--- src/rtl/burst_pkg.sv ---
// rtl/burst_pkg.sv - shared burst geometry, state encoding and address helper
// Purpose: constants and types used by the cacheline burst adaptor.
// Ports: none (package).
package burst_pkg;

    localparam int BEATS    = 4;
    localparam int BEAT_W   = 64;
    localparam int LINE_W   = BEATS * BEAT_W;
    localparam int OFFSET_W = 5;

    typedef logic [$clog2(BEATS)-1:0] beat_idx_t;

    typedef enum logic [1:0] {
        IDLE,
        READ,
        WRITE,
        DONE
    } adaptor_state_t;

    // Clears the byte-offset bits so every burst starts on a line boundary.
    function automatic logic [31:0] line_align(input logic [31:0] addr);
        return addr & ~((32'd1 << OFFSET_W) - 32'd1);
    endfunction

endpackage

--- src/rtl/cacheline_burst_adaptor.sv ---
// rtl/cacheline_burst_adaptor.sv - splits 256-bit line requests into 4x64-bit memory bursts
// Purpose: initiator side of the physical-memory burst interface, with line
//          read/write counters and a sticky protocol-error flag.
// Ports:
//   clk, rst                  clock, synchronous active-high reset
//   line_read_i/line_write_i  arbiter line requests, held until line_resp_o
//   line_addr_i/line_wdata_i  request byte address and write line
//   line_rdata_o/line_resp_o  assembled read line and one-cycle completion pulse
//   burst_addr_o              line-aligned burst address
//   burst_read_o/burst_write_o burst requests toward memory
//   burst_wdata_o             current write beat
//   burst_rdata_i/burst_resp_i read beat and per-beat handshake from memory
//   read_count_o/write_count_o completed line transactions (wrap mod 2^32)
//   proto_err_o               sticky protocol error
module cacheline_burst_adaptor
    import burst_pkg::*;
(
    input  logic              clk,
    input  logic              rst,
    input  logic              line_read_i,
    input  logic              line_write_i,
    input  logic [31:0]       line_addr_i,
    input  logic [LINE_W-1:0] line_wdata_i,
    output logic [LINE_W-1:0] line_rdata_o,
    output logic              line_resp_o,
    output logic [31:0]       burst_addr_o,
    output logic              burst_read_o,
    output logic              burst_write_o,
    output logic [BEAT_W-1:0] burst_wdata_o,
    input  logic [BEAT_W-1:0] burst_rdata_i,
    input  logic              burst_resp_i,
    output logic [31:0]       read_count_o,
    output logic [31:0]       write_count_o,
    output logic              proto_err_o
);

    adaptor_state_t    state;
    beat_idx_t         cnt;
    logic [LINE_W-1:0] wline;
    logic              was_read;

    logic last_beat;
    assign last_beat = (cnt == beat_idx_t'(BEATS - 1));

    // Write beats come straight from the latched line so the data tracks cnt
    // in the same cycle the memory accepts the previous beat.
    assign burst_wdata_o = wline[int'(cnt)*BEAT_W +: BEAT_W];

    always_ff @(posedge clk) begin
        if (rst) begin
            state         <= IDLE;
            cnt           <= '0;
            wline         <= '0;
            was_read      <= 1'b0;
            line_rdata_o  <= '0;
            line_resp_o   <= 1'b0;
            burst_addr_o  <= '0;
            burst_read_o  <= 1'b0;
            burst_write_o <= 1'b0;
            read_count_o  <= '0;
            write_count_o <= '0;
            proto_err_o   <= 1'b0;
        end else begin
            case (state)
                IDLE: begin
                    if (burst_resp_i || (line_read_i && line_write_i))
                        proto_err_o <= 1'b1;
                    // A colliding write stays pending; it is taken on a later
                    // IDLE cycle if the arbiter still holds it.
                    if (line_read_i) begin
                        burst_addr_o <= line_align(line_addr_i);
                        burst_read_o <= 1'b1;
                        was_read     <= 1'b1;
                        state        <= READ;
                    end else if (line_write_i) begin
                        burst_addr_o  <= line_align(line_addr_i);
                        wline         <= line_wdata_i;
                        burst_write_o <= 1'b1;
                        was_read      <= 1'b0;
                        state         <= WRITE;
                    end
                end
                READ: begin
                    if (burst_resp_i) begin
                        line_rdata_o[int'(cnt)*BEAT_W +: BEAT_W] <= burst_rdata_i;
                        if (last_beat) begin
                            cnt          <= '0;
                            burst_read_o <= 1'b0;
                            line_resp_o  <= 1'b1;
                            state        <= DONE;
                        end else begin
                            cnt <= cnt + beat_idx_t'(1);
                        end
                    end
                end
                WRITE: begin
                    if (burst_resp_i) begin
                        if (last_beat) begin
                            cnt           <= '0;
                            burst_write_o <= 1'b0;
                            line_resp_o   <= 1'b1;
                            state         <= DONE;
                        end else begin
                            cnt <= cnt + beat_idx_t'(1);
                        end
                    end
                end
                DONE: begin
                    // Requests are ignored here so a still-held request is
                    // not mistaken for a new one.
                    if (burst_resp_i)
                        proto_err_o <= 1'b1;
                    line_resp_o <= 1'b0;
                    if (was_read)
                        read_count_o <= read_count_o + 32'd1;
                    else
                        write_count_o <= write_count_o + 32'd1;
                    state <= IDLE;
                end
                default: state <= IDLE;
            endcase
        end
    end

endmodule

--- config.mk ---
export PLATFORM = sky130hd
export DESIGN_NAME = cacheline_burst_adaptor
export DESIGN_NICKNAME = d
export VERILOG_FILES = /design/src/rtl/burst_pkg.sv /design/src/rtl/cacheline_burst_adaptor.sv
export SDC_FILE = /design/constraint.sdc
export NUM_CORES = 1
export LEC_CHECK = 0
export ABC_AREA = 1
export BUFFER_PORTS_ARGS = -buffer_cell sky130_fd_sc_hd__buf_4
export CELL_PAD_IN_SITES_DETAIL_PLACEMENT = 0
export CELL_PAD_IN_SITES_GLOBAL_PLACEMENT = 2
export CORE_MARGIN = 2
export CORE_UTILIZATION = 25
export DETAILED_ROUTE_END_ITERATION = 10
export PLACE_DENSITY_LB_ADDON = 0.12
export SLEW_MARGIN = 20
export SYNTH_ARGS = -nofsm -noshare
export SYNTH_HDL_FRONTEND = slang
export SYNTH_SLANG_ARGS = --single-unit
--- constraint.sdc ---
create_clock -name clk -period 2.4 [get_ports clk]
set_clock_uncertainty 0.05 [all_clocks]
set_input_delay 0.12 -clock clk [delete_from_list [all_inputs] [get_ports clk]]
set_output_delay 0.12 -clock clk [all_outputs]
set_load 0.01 [all_outputs]
Word-level counts from Yosys, hierarchy flattened --
Cells that the tools add are included.
Cells by class: $add $sub $neg 4, $mul 0, div/mod/pow operators 0, $lt $le $gt $ge 0, eq/ne operators 16, shift operators 3, multiplexer cells 24, bitwise operators 2, reductions and logical operators 20
Operator list (number):
- bitwise mux 256 bit | 1
- variable shift 64 x 33 -> 256 bit (first input constant) | 1
- indexed part select 256 x 9 -> 64 bit | 1
- indexed part select 64 x 33 -> 256 bit | 1
- adder 32 x 1 -> 32 bit (second input constant) | 2
- two-way mux 32 bit | 2
- negator 8 -> 33 bit | 1
- inequality test 2 bit (second input constant) | 9
- AND reduction 3 bit | 4
- two-way mux 1 bit | 11
- two-way mux 2 bit | 5
- AND reduction 2 bit | 5
- nonzero test 2 bit | 5
- one-hot mux 1 bit (2 select lines) | 4
- == test 2 bit (second input constant) | 3
- one-hot mux 2 bit (3 select lines) | 1
- AND reduction 5 bit | 1
- inequality test 2 x 1 -> 1 bit (second input constant) | 2
- AND reduction 4 bit | 1
- inequality test 3 bit (second input constant) | 1
- adder 2 x 1 -> 2 bit (second input constant) | 1
- == test 2 x 1 -> 1 bit (second input constant) | 1
- logical NOT 2 bit | 1
- NOT 1 bit | 2
- other kinds (3) | 3
Word-level totals: bits in registers 617, latch bits 0, bits in writable memories 0, memory bits (read-only) 0, input bits 357, output and inout port bits 420, logic and storage cells 81, memories 0

Logic depth before layout (Yosys ltp) --
word-level depth 4, depth in mapped cells 13, mapped depth without buffers 9

Least setup slack after synthesis --
No wires, ideal clock.
path type reg-to-reg, start point register cnt[0], end point register line_rdata_o[38], library setup time 0.070 ns, data arrival time 2.202 ns, required time 2.280 ns, setup slack 0.077 ns, cell stages (with the launch flop) 13, path buffers 5, clock period less this slack 2.323 ns, cells stage by stage dfxtp_1 > buf_2 > inv_2 > buf_2 > clkbuf_1 > ha_1 > nor2_2 > nand2_1 > nor2_2 > buf_6 > buf_6 > nand2_1 > a21oi_1
Between the ends: word-level cells in the longest chain between the ends 3, elaborated cells between the ends (all ways) 4, those cells by class 1 x add/sub; 2 x shift; 1 x mux
Ends and longest elaborated chain:
- start: declaration | line cacheline_burst_adaptor.sv:38 | beat_idx_t cnt;
- start signal: assignment | line cacheline_burst_adaptor.sv:92 | cnt <= cnt + beat_idx_t'(1);
- start signal: assignment | line cacheline_burst_adaptor.sv:104 | cnt <= cnt + beat_idx_t'(1);
- negator 8 -> 33 bit (*) | line cacheline_burst_adaptor.sv:85 | line_rdata_o[int'(cnt)*BEAT_W +: BEAT_W] <= burst_rdata_i;
- indexed part select 64 x 33 -> 256 bit / variable shift 64 x 33 -> 256 bit (equally long branches) | line cacheline_burst_adaptor.sv:85
- bitwise mux 256 bit (*) | line cacheline_burst_adaptor.sv:85
- end signal: indexed assignment | line cacheline_burst_adaptor.sv:85
- end: declaration | line cacheline_burst_adaptor.sv:24 | output logic [LINE_W-1:0] line_rdata_o,
Mark *: on every way between the ends. The rest lies on a longest branch, timed or not. A chain may end at the register's enable or synchronous reset.

Worst setup path in the final report --
start point register cnt[0], end point output port burst_wdata_o[63]
Between the ends: word-level cells in the longest chain between the ends 1
Ends and longest elaborated chain:
- indexed part select 256 x 9 -> 64 bit | line cacheline_burst_adaptor.sv:47 | assign burst_wdata_o = wline[int'(cnt)*BEAT_W +: BEAT_W];
- end: declaration | line cacheline_burst_adaptor.sv:29 | output logic [BEAT_W-1:0] burst_wdata_o,
Every way passes these cells.

==> reports/results.txt <==
Status - completed
Core Area - 100000 µm²
Arrival @ worst endpoint - 2100 ps
CP most frequent cell - a21oi_1
Antenna violations before repair - 20
Final worst-path cycle share - 0.945
LEAKAGE - 16.0 nW
Yosys warning count - 0
Io pins - 777
Crit path required time - 2230 ps
Pin count of the biggest net entering global routing - 153
First DRT Iteration DRCs - 1383
Synth top area share - 0.484
Setup crit end kind - primary output
GP Congestion - 0.781
Clock Latency Late Sink - 640 ps
Yosys cell types - 35
CTS tree - yes
WL final - 112000 µm
Total die area - 104000 µm²
Hold WC Path Type - in -> reg
Pwr Total - 0.0341 W
DR WL/cell - 19.0 µm
Synth area leader - dfxtp_1
Post-synthesis sequential area ratio - 0.484
Synth async-reset ratio - 0
Die Span X - 322 µm
Worst Path Buf+Inv - 3
Port bufs - 766
DRC viols - 0
Number of global-route vias before repair - 25.6k
Max_cap viols - 0
Final min period - 2270 ps
First-pass iteration count of the detailed router - 5
Setup Viol. Count Final - 0
Initial core utilization - 0.253
Via/cell ratio - 4.49
Crit path largest cell delay - 370 ps
GR Overflow Total - 0
Ys flop type - dfxtp_1
Slowest stage cell, crit path - dfxtp_4
Chip height - 322 µm
Pins Over Slew Limit - 0
Ratio of cells with drive above 1 in the final layout - 0.215
WS Path Type - reg -> out
Setup slack, reg-to-reg - 260 ps
Clk slew on worst S/H paths - 60 ps
Fmax - 0.441 GHz
Synth area leaders - dfxtp_1 48%, a21oi_1 14%, nand2_1 9.3%, o21ai_0 8.2%, inv_1 6.3%
Post-Syn Instances - 3503
Final-report hold violation count - 0
CTS Buffer Depth - 3
Setup_tns - 0 ps
Worst-path cell chain - inv_8, buf_16, o21ai_0, a21oi_1, a21oi_1, buf_4
Num rows - 116
Root buffer cell - clkbuf_16
Pwr dens - 881 nW/µm²
Crit path max fanout - 60
DP HPWL - 74900 µm
Number of synthesized flops with an enable pin - 0
Register bit total from synthesis - 612
Area grow syn2layout - 53.2%
Worst-Margin Slew - 911 ps
Routed vias - 26.5k
Max VDD drop - 0.000438 V
# H-tree levels - 3
CTS Sinks - 612
Nets - 4895
Top delay family on crit path - buffers and inverters
Total CTS buffers - 78
Setup crit start kind - register
Syn Area/Cell - 7.22 µm²
Final ANT Viol Nets - 0
First-pass GRT wire length - 162000 µm
Post-synthesis cell area - 25300 µm²
Count leader, synth - a21oi_1
Total GRT Usage - 0.204
Post-synth top cells - 704 x a21oi_1, 628 x nand2_1, 612 x dfxtp_1, 423 x inv_1, 412 x o21ai_0
Worst slew margin - 0.393
-- sequential cells by signal, summed over array words and instances, names as in the netlist, 2 cells and up --
register       cells
burst_addr_o      27
cnt                2
line_rdata_o     256
read_count_o      32
state              2
wline            256
write_count_o     32
-- worst reg2reg max path: cells and delay by family (launching register included) --
kind,cells,cell delay [ps]
AO/OA/AOI/OAI,1,120
adder cells (fa/ha/maj),1,420
buffers and inverters,2,390
flip-flops,1,380
AND/OR/NAND/NOR,4,700
-- layer usage --
metal / vias up / track usage / part of all wire
met5: - / 0 / 0.00093
met1: 12200 / 0.241 / 0.42
li1: 13500 / - / -
met2: 614 / 0.349 / 0.48
met3: 191 / 0.0570 / 0.064
met4: 18 / 0.0791 / 0.036
-- power by group --
group          total (W)  switching, W  internal [W]  leakage [nW]
logic             0.0105       0.00644       0.00404          9.79
clock network     0.0118       0.00475       0.00710          1.25
registers         0.0118      0.000536        0.0113          4.98
-- timing repair --
item | 4_1_cts | 5_1_grt
hold buffers | 352 | 0
buffers inserted | 0 | 0
gates cloned | 1 | 4
resized for setup | 2 | 5
pin swaps | 0 | 1
hold endpoints to repair | 553 | 0
setup endpoints to repair | 64 | 45
-- through the flow --
| step | cells | hold WS, ps | utilization | worst slack [ps] | area, µm² |
|---|---|---|---|---|---|
| 2_1_floorplan | 3507 | 205 | - | 77.1 | 25300 |
| 3_3_place_gp | 5385 | 294 | 0.324 | 316 | 32500 |
| 3_5_place_dp | 5385 | 299 | 0.324 | 302 | 32500 |
| 4_1_cts | 5872 | 151 | 0.385 | -22.3 | 38600 |
| 5_1_grt | 5886 | 188 | 0.387 | -1.31 | 38700 |
| 6_report | 5888 | 206 | 0.387 | 133 | 38800 |
-- cell usage in the layout (no fill, tap or decap), types with 5 or more instances in the layout --
cell,count
a21oi_1,704
buf_12,24
buf_16,5
buf_4,804
clkbuf_1,20
clkbuf_16,86
clkbuf_8,19
clkinv_2,8
conb_1,5
dfxtp_1,610
diode_2,12
dlygate4sd3_1,352
ha_1,13
inv_1,421
nand2_1,626
nand2_2,6
nand3_1,121
nand4_1,14
nor2_1,206
nor2_2,5
nor2_4,7
nor3_1,39
o211ai_1,35
o21ai_0,412
-- worst paths after layout --
kind                        start                 to  cells past startpoint
setup / recovery           cnt[0]  burst_wdata_o[63]                      6
hold / removal    line_addr_i[11]   burst_addr_o[11]                      4
setup reg to reg           cnt[1]    line_rdata_o[1]                      8
hold reg to reg        wline[155]         wline[155]                      2
-- final cells by class --
type / instances / area [µm²]
Fill cell: 10800 / 61400
Clock inverter: 14 / 168
Multi-Input combinational cell: 2214 / 10400
Tap cell: 1298 / 1620
Clock buffer: 120 / 2370
Inverter: 428 / 1630
Sequential cell: 612 / 12300
Timing Repair Buffer: 1190 / 10300
Antenna cell: 12 / 30.0
-- kinds of logic after synthesis --
family,Yosys count,share of synthesized area
compound gates,1163,0.235
simple gates,1029,0.166
buf+inv,681,0.107
flops,612,0.484
fa+ha+maj,14,0.00693
xor+xnor,3,0.00104
other cells,1,0.000148
Note: power is estimated with default switching activity, not from simulation.
